[src/rtl/spi_periph_t.sv]
`default_nettype none
// ============================================================================
// Module   : spi_periph_t
// Brief    : Memory-mapped SPI target (mode 0, MSB first, 8-bit frames) with
//            RX register, single-entry TX buffer, fill byte and status flags.
// Revision : 1.0 - initial release
// ============================================================================
module spi_periph_t #(
  parameter int         SYNC_STAGES = 2,
  parameter logic [7:0] FILL_RESET  = 8'hFF
) (
  input  logic        clk,
  input  logic        reset_n,
  input  logic        wen,
  input  logic [31:0] addr,
  input  logic [31:0] wdata,
  output logic [31:0] rdata,
  input  logic        sck,
  input  logic        cs,
  input  logic        mosi,
  output logic        miso,
  output logic        rx_irq
);

  localparam logic [7:0] c_addr_txdata = 8'h00;
  localparam logic [7:0] c_addr_rxdata = 8'h04;
  localparam logic [7:0] c_addr_status = 8'h08;
  localparam logic [7:0] c_addr_fill   = 8'h0C;

  logic [SYNC_STAGES-1:0] sck_sync_q, sck_sync_d;
  logic [SYNC_STAGES-1:0] cs_sync_q, cs_sync_d;
  logic [SYNC_STAGES-1:0] mosi_sync_q, mosi_sync_d;
  logic        sck_dly_q, sck_dly_d;
  logic        cs_dly_q, cs_dly_d;
  logic [2:0]  bit_cnt_q, bit_cnt_d;
  logic [7:0]  shift_in_q, shift_in_d;
  logic [7:0]  shift_out_q, shift_out_d;
  logic [7:0]  rx_data_q, rx_data_d;
  logic [7:0]  tx_buf_q, tx_buf_d;
  logic        tx_full_q, tx_full_d;
  logic        rx_valid_q, rx_valid_d;
  logic        overrun_q, overrun_d;
  logic [7:0]  fill_q, fill_d;
  logic [31:0] rdata_q, rdata_d;
  logic        miso_q, miso_d;

  logic       sck_s, cs_s, mosi_s;
  logic       sck_rise, sck_fall, cs_fall;
  logic       wr_tx, wr_status, wr_fill, clr_rx, clr_ovr, byte_done;
  logic [7:0] reload_byte;
  logic       unused_bits;

  assign sck_s       = sck_sync_q[SYNC_STAGES-1];
  assign cs_s        = cs_sync_q[SYNC_STAGES-1];
  assign mosi_s      = mosi_sync_q[SYNC_STAGES-1];
  assign sck_rise    = sck_s & ~sck_dly_q;
  assign sck_fall    = ~sck_s & sck_dly_q;
  assign cs_fall     = ~cs_s & cs_dly_q;
  assign reload_byte = tx_full_q ? tx_buf_q : fill_q;
  assign wr_tx       = wen && (addr[7:0] == c_addr_txdata);
  assign wr_status   = wen && (addr[7:0] == c_addr_status);
  assign wr_fill     = wen && (addr[7:0] == c_addr_fill);
  assign clr_rx      = wr_status & wdata[0];
  assign clr_ovr     = wr_status & wdata[3];
  assign unused_bits = ^{addr[31:8], wdata[31:8]};

  always_comb begin
    sck_sync_d  = {sck_sync_q[SYNC_STAGES-2:0], sck};
    cs_sync_d   = {cs_sync_q[SYNC_STAGES-2:0], cs};
    mosi_sync_d = {mosi_sync_q[SYNC_STAGES-2:0], mosi};
    sck_dly_d   = sck_s;
    cs_dly_d    = cs_s;
    bit_cnt_d   = bit_cnt_q;
    shift_in_d  = shift_in_q;
    shift_out_d = shift_out_q;
    rx_data_d   = rx_data_q;
    tx_buf_d    = tx_buf_q;
    tx_full_d   = tx_full_q;
    rx_valid_d  = rx_valid_q;
    overrun_d   = overrun_q;
    fill_d      = fill_q;
    byte_done   = 1'b0;

    if (cs_s) begin
      bit_cnt_d = 3'd0;
    end else if (cs_fall) begin
      bit_cnt_d   = 3'd0;
      shift_out_d = reload_byte;
      tx_full_d   = 1'b0;
    end else begin
      if (sck_rise) begin
        shift_in_d = {shift_in_q[6:0], mosi_s};
        bit_cnt_d  = bit_cnt_q + 3'd1;
        byte_done  = (bit_cnt_q == 3'd7);
      end
      if (sck_fall) begin
        if (bit_cnt_q == 3'd0) begin
          shift_out_d = reload_byte;
          tx_full_d   = 1'b0;
        end else begin
          shift_out_d = {shift_out_q[6:0], 1'b0};
        end
      end
    end

    if (byte_done) rx_data_d = {shift_in_q[6:0], mosi_s};

    // Clears apply first so a same-cycle completion or overrun wins.
    if (clr_rx)  rx_valid_d = 1'b0;
    if (clr_ovr) overrun_d  = 1'b0;
    if (byte_done) begin
      rx_valid_d = 1'b1;
      if (rx_valid_q && !clr_rx) overrun_d = 1'b1;
    end

    // A CPU write lands after any reload so the new byte stays pending.
    if (wr_tx) begin
      tx_buf_d  = wdata[7:0];
      tx_full_d = 1'b1;
    end
    if (wr_fill) fill_d = wdata[7:0];

    case (addr[7:0])
      c_addr_txdata: rdata_d = {24'd0, tx_buf_q};
      c_addr_rxdata: rdata_d = {24'd0, rx_data_q};
      c_addr_status: rdata_d = {28'd0, overrun_q, ~cs_s, tx_full_q, rx_valid_q};
      c_addr_fill:   rdata_d = {24'd0, fill_q};
      default:       rdata_d = 32'd0;
    endcase

    miso_d = cs_s ? 1'b1 : shift_out_q[7];
  end

  always_ff @(posedge clk or negedge reset_n) begin
    if (!reset_n) begin
      sck_sync_q  <= '0;
      cs_sync_q   <= '1;
      mosi_sync_q <= '1;
      sck_dly_q   <= 1'b0;
      cs_dly_q    <= 1'b1;
      bit_cnt_q   <= 3'd0;
      shift_in_q  <= 8'd0;
      shift_out_q <= 8'd0;
      rx_data_q   <= 8'd0;
      tx_buf_q    <= 8'd0;
      tx_full_q   <= 1'b0;
      rx_valid_q  <= 1'b0;
      overrun_q   <= 1'b0;
      fill_q      <= FILL_RESET;
      rdata_q     <= 32'd0;
      miso_q      <= 1'b1;
    end else begin
      sck_sync_q  <= sck_sync_d;
      cs_sync_q   <= cs_sync_d;
      mosi_sync_q <= mosi_sync_d;
      sck_dly_q   <= sck_dly_d;
      cs_dly_q    <= cs_dly_d;
      bit_cnt_q   <= bit_cnt_d;
      shift_in_q  <= shift_in_d;
      shift_out_q <= shift_out_d;
      rx_data_q   <= rx_data_d;
      tx_buf_q    <= tx_buf_d;
      tx_full_q   <= tx_full_d;
      rx_valid_q  <= rx_valid_d;
      overrun_q   <= overrun_d;
      fill_q      <= fill_d;
      rdata_q     <= rdata_d;
      miso_q      <= miso_d;
    end
  end

  assign rdata  = rdata_q;
  assign miso   = miso_q;
  assign rx_irq = rx_valid_q;

endmodule
`default_nettype wire

[config.mk]
export PLATFORM = sky130hd
export DESIGN_NAME = spi_periph_t
export DESIGN_NICKNAME = d
export VERILOG_FILES = /design/src/rtl/spi_periph_t.sv
export SDC_FILE = /design/constraint.sdc
export NUM_CORES = 1
export LEC_CHECK = 0
export ABC_AREA = 1
export BUFFER_PORTS_ARGS = -buffer_cell sky130_fd_sc_hd__buf_2
export CELL_PAD_IN_SITES_DETAIL_PLACEMENT = 0
export CELL_PAD_IN_SITES_GLOBAL_PLACEMENT = 1
export CORE_UTILIZATION = 39
export CTS_CLUSTER_DIAMETER = 40
export DETAILED_ROUTE_END_ITERATION = 8
export GPL_TIMING_DRIVEN = 0
export PLACE_DENSITY = 0.89
export SLEW_MARGIN = 20
export SYNTH_ARGS = -nofsm -noshare
export SYNTH_HDL_FRONTEND = slang
export SYNTH_SLANG_ARGS = --single-unit
[constraint.sdc]
create_clock -name clk -period 2.9 [get_ports clk]
set_input_delay 0.29 -clock clk [delete_from_list [all_inputs] [get_ports clk]]
set_output_delay 0.29 -clock clk [all_outputs]
set_load 0.005 [all_outputs]
==> flow_summary.json <==
{
  "fillCellCount": 732,
  "cts_buffers": 9,
  "path_buf_inv": 2,
  "vias_per_cell": 4.36,
  "tns_ns": 0,
  "clock_path_buffers": 2,
  "postSynthAreaPerCell_um2": 9.11,
  "grt_pass1_vias": 2047,
  "reg2regPathDepth": 8,
  "clk_latency_ns": 0.33,
  "drtIter0Drc": 106,
  "place.gp.congestion": 0.803,
  "r2r_slack_ns": 1.48,
  "path_clk_slew_ns": 0.07,
  "drt_first_pass_iters": 4,
  "design.core.area_um2": 7330,
  "cts_setup_buffers": 0,
  "fin_ws_ns": 1.48,
  "skew_ns": 0.00712,
  "grt_remaining_overflow": 0,
  "slowest_delay_ns": 0.38,
  "leakagePower_uw": 0.00189,
  "synth_cells": 329,
  "rows": 31,
  "start_util": 0.409,
  "syn_to_final_growth_pct": 19.0,
  "slew_viol_final": 0,
  "diodes": 0,
  "nNetsFinal": 467,
  "grtUsageTotal": 0.163,
  "relSlewSlack": 0.500,
  "worst_setup_path_end_kind": "register",
  "critPathLaunchType": "register",
  "synthArstFlopShare": 1.00,
  "drcViolationCount": 0,
  "min_path_type": "in -> async",
  "ys_ff_latch": 62,
  "crit_chain": "inv_1 -> ha_1 -> nand2_1 -> nand2_2 -> buf_2 -> o21ai_1 -> o211ai_1 -> nand2_1",
  "cts_tree": "done",
  "root_buffer": "clkbuf_8",
  "antenna_found_initial": 0,
  "htreeDepth": 3,
  "antenna_left": 0,
  "hold_viol_final": 0,
  "netlist_area_um2": 3000,
  "period_share": 0.491,
  "cts_resized": 0,
  "die_x_um": 89.7,
  "clkSinkCount": 62,
  "hold_slack_ns": 0.0191,
  "drive_gt1_frac": 0.326,
  "wl_mm": 5.73,
  "synth_edf_count": 0,
  "grt_pass1_wl_mm": 9.63,
  "dieArea_um2": 8040,
  "cpMaxStageDelayCell": "dfrtp_1",
  "finalCriticalPeriod_ns": 1.42,
  "setup.worst_path.class": "reg -> reg",
  "cp.required_ns": 3.12,
  "critPathMaxFanout": 10,
  "cpLargestDelayFamily": "flip-flops",
  "dp_hpwl_mm": 4.16,
  "yosys_warnings": 0,
  "p_per_area_nw_per_um2": 527,
  "yosysSeqAreaShare": 0.523,
  "worstMarginPinSlew_ns": 0.750,
  "hold_buffers": 0,
  "synth.distinct_cells": 24,
  "fp.dieH_um": 89.7,
  "max_freq_ghz": 0.702,
  "rsz0062_at_grt": "no",
  "ys.flop_type": "dfrtp_1",
  "cap_violations": 0,
  "grt_max_degree": 63,
  "setup_violations": 0,
  "post_drt_wl_per_cell_um": 11.5,
  "io_buffers": 31,
  "reg2reg_to": "shift_out_q[4]$_DFFE_PN0P_",
  "ioPinCount": 104,
  "max-vdd-ir-drop_v": 0.000196,
  "crit_top_cell": "nand2_1",
  "status": "completed",
  "place_ws_ns": 1.48,
  "arrival_ns": 1.64,
  "vias": 2170,
  "r2r_start": "bit_cnt_q[0]$_DFFE_PN0P_"
}
placed cells by master (no fill, tap or decap):
master       n
dfrtp_1     48
clkinvlp_4   1
nand2_1     81
ha_1         3
clkbuf_8    11
o21ai_1     27
nand3_2      1
o211ai_1     7
buf_2       34
nor2_1      18
nand3_4      1
mux2i_1      1
buf_6        2
nor2_4       2
clkinv_2     1
nand2_4      1
dfstp_2     14
bufinv_16    1
clkbuf_1     2
inv_2        5
or2_1        1
buf_4       26
nor2_2       4
inv_1       31
nor2_8       2
nand3_1     26
conb_1      24
nand2_2      8
o21ai_2     16
routing by layer:
| metal | GRT usage | routed length [µm] | up-vias |
|---|---|---|---|
| met2 | 0.278 | 2880 | 34 |
| met1 | 0.199 | 2610 | 1006 |
| met4 | 0.0303 | 18 | 0 |
| li1 | - | - | 1127 |
| met5 | 0 | 0 | - |
| met3 | 0.0631 | 222 | 3 |
flip-flops by register name (all words and copies together), names as in the netlist:
name         flops
shift_in_q       7
rx_irq           1
sck_dly_q        1
cs_sync_q        2
sck_sync_q       2
rdata            8
mosi_sync_q      2
tx_buf_q         8
shift_out_q      8
bit_cnt_q        3
cs_dly_q         1
overrun_q        1
rx_data_q        8
tx_full_q        1
fill_q           8
miso             1
logic make-up after synthesis:
family	count (synthesis)	share of synthesized area
other	1	0.00125
and+or+nand+nor	145	0.228
muxes	1	0.00334
adders and majority gates	3	0.0125
DFF	62	0.523
buffers and inverters	67	0.122
AOI/OAI and AO/OA	50	0.109
cells in the mapped netlist, types with 2 or more instances:
cell / instances / area, µm²
dfrtp_1: 48 / 1200
nand3_1: 26 / 130
nor2_2: 4 / 25.0
inv_1: 31 / 116
o211ai_1: 7 / 52.6
nand2_2: 8 / 50.1
nor2_8: 2 / 40.0
inv_2: 5 / 18.8
nor2_4: 2 / 22.5
buf_2: 4 / 20.0
nor2_1: 18 / 67.6
o21ai_1: 27 / 135
buf_6: 2 / 22.5
o21ai_2: 16 / 140
nand2_1: 81 / 304
buf_4: 25 / 188
dfstp_2: 14 / 368
ha_1: 3 / 37.5
area by class of cell:
cell class              count  area [µm²]  area share
repair buffers             31         158      0.0442
inverters                  36         135      0.0379
flip-flops and latches     62        1570       0.440
clock inverters             3        42.5      0.0119
well taps                  99         124      0.0347
plain buffers              31         230      0.0645
clock buffers              13         159      0.0445
multi-input cells         223        1150       0.322
stage by stage:
step                total power [µW]  instance area [µm²]   util  std cells
finish                          1880                 3570  0.487        498
global route                    1970                 3570  0.487        498
CTS                             1900                 3570  0.487        498
detailed placement              1140                 3370  0.459        482
global placement                1130                 3360  0.459        482
floorplan                       1070                 3080      -        352
power breakdown:
group          internal, µW  switching, µW  total [µW]  leakage, µW
combinational          69.0            102         171     0.000990
sequential              918           28.8         947     0.000797
clock                   443            317         760    0.0000996
worst max path at each step:
| stage | startpoint | to | slack, ns | cells past startpoint |
|---|---|---|---|---|
| global route | bit_cnt_q[0]$_DFFE_PN0P_ | shift_out_q[6]$_DFFE_PN0P_ | 1.32 | 8 |
| global placement | reset_n | shift_out_q[3]$_DFFE_PN0P_ | 1.40 | 1 |
| CTS | bit_cnt_q[0]$_DFFE_PN0P_ | shift_out_q[6]$_DFFE_PN0P_ | 1.47 | 8 |
| detailed placement | bit_cnt_q[0]$_DFFE_PN0P_ | shift_out_q[4]$_DFFE_PN0P_ | 1.48 | 8 |
| finish | bit_cnt_q[0]$_DFFE_PN0P_ | shift_out_q[4]$_DFFE_PN0P_ | 1.48 | 8 |
| floorplan | bit_cnt_q[0]$_DFFE_PN0P_ | rx_data_q[6]$_DFFE_PN0P_ | 1.65 | 6 |
Power figures use the tool's default switching activity.
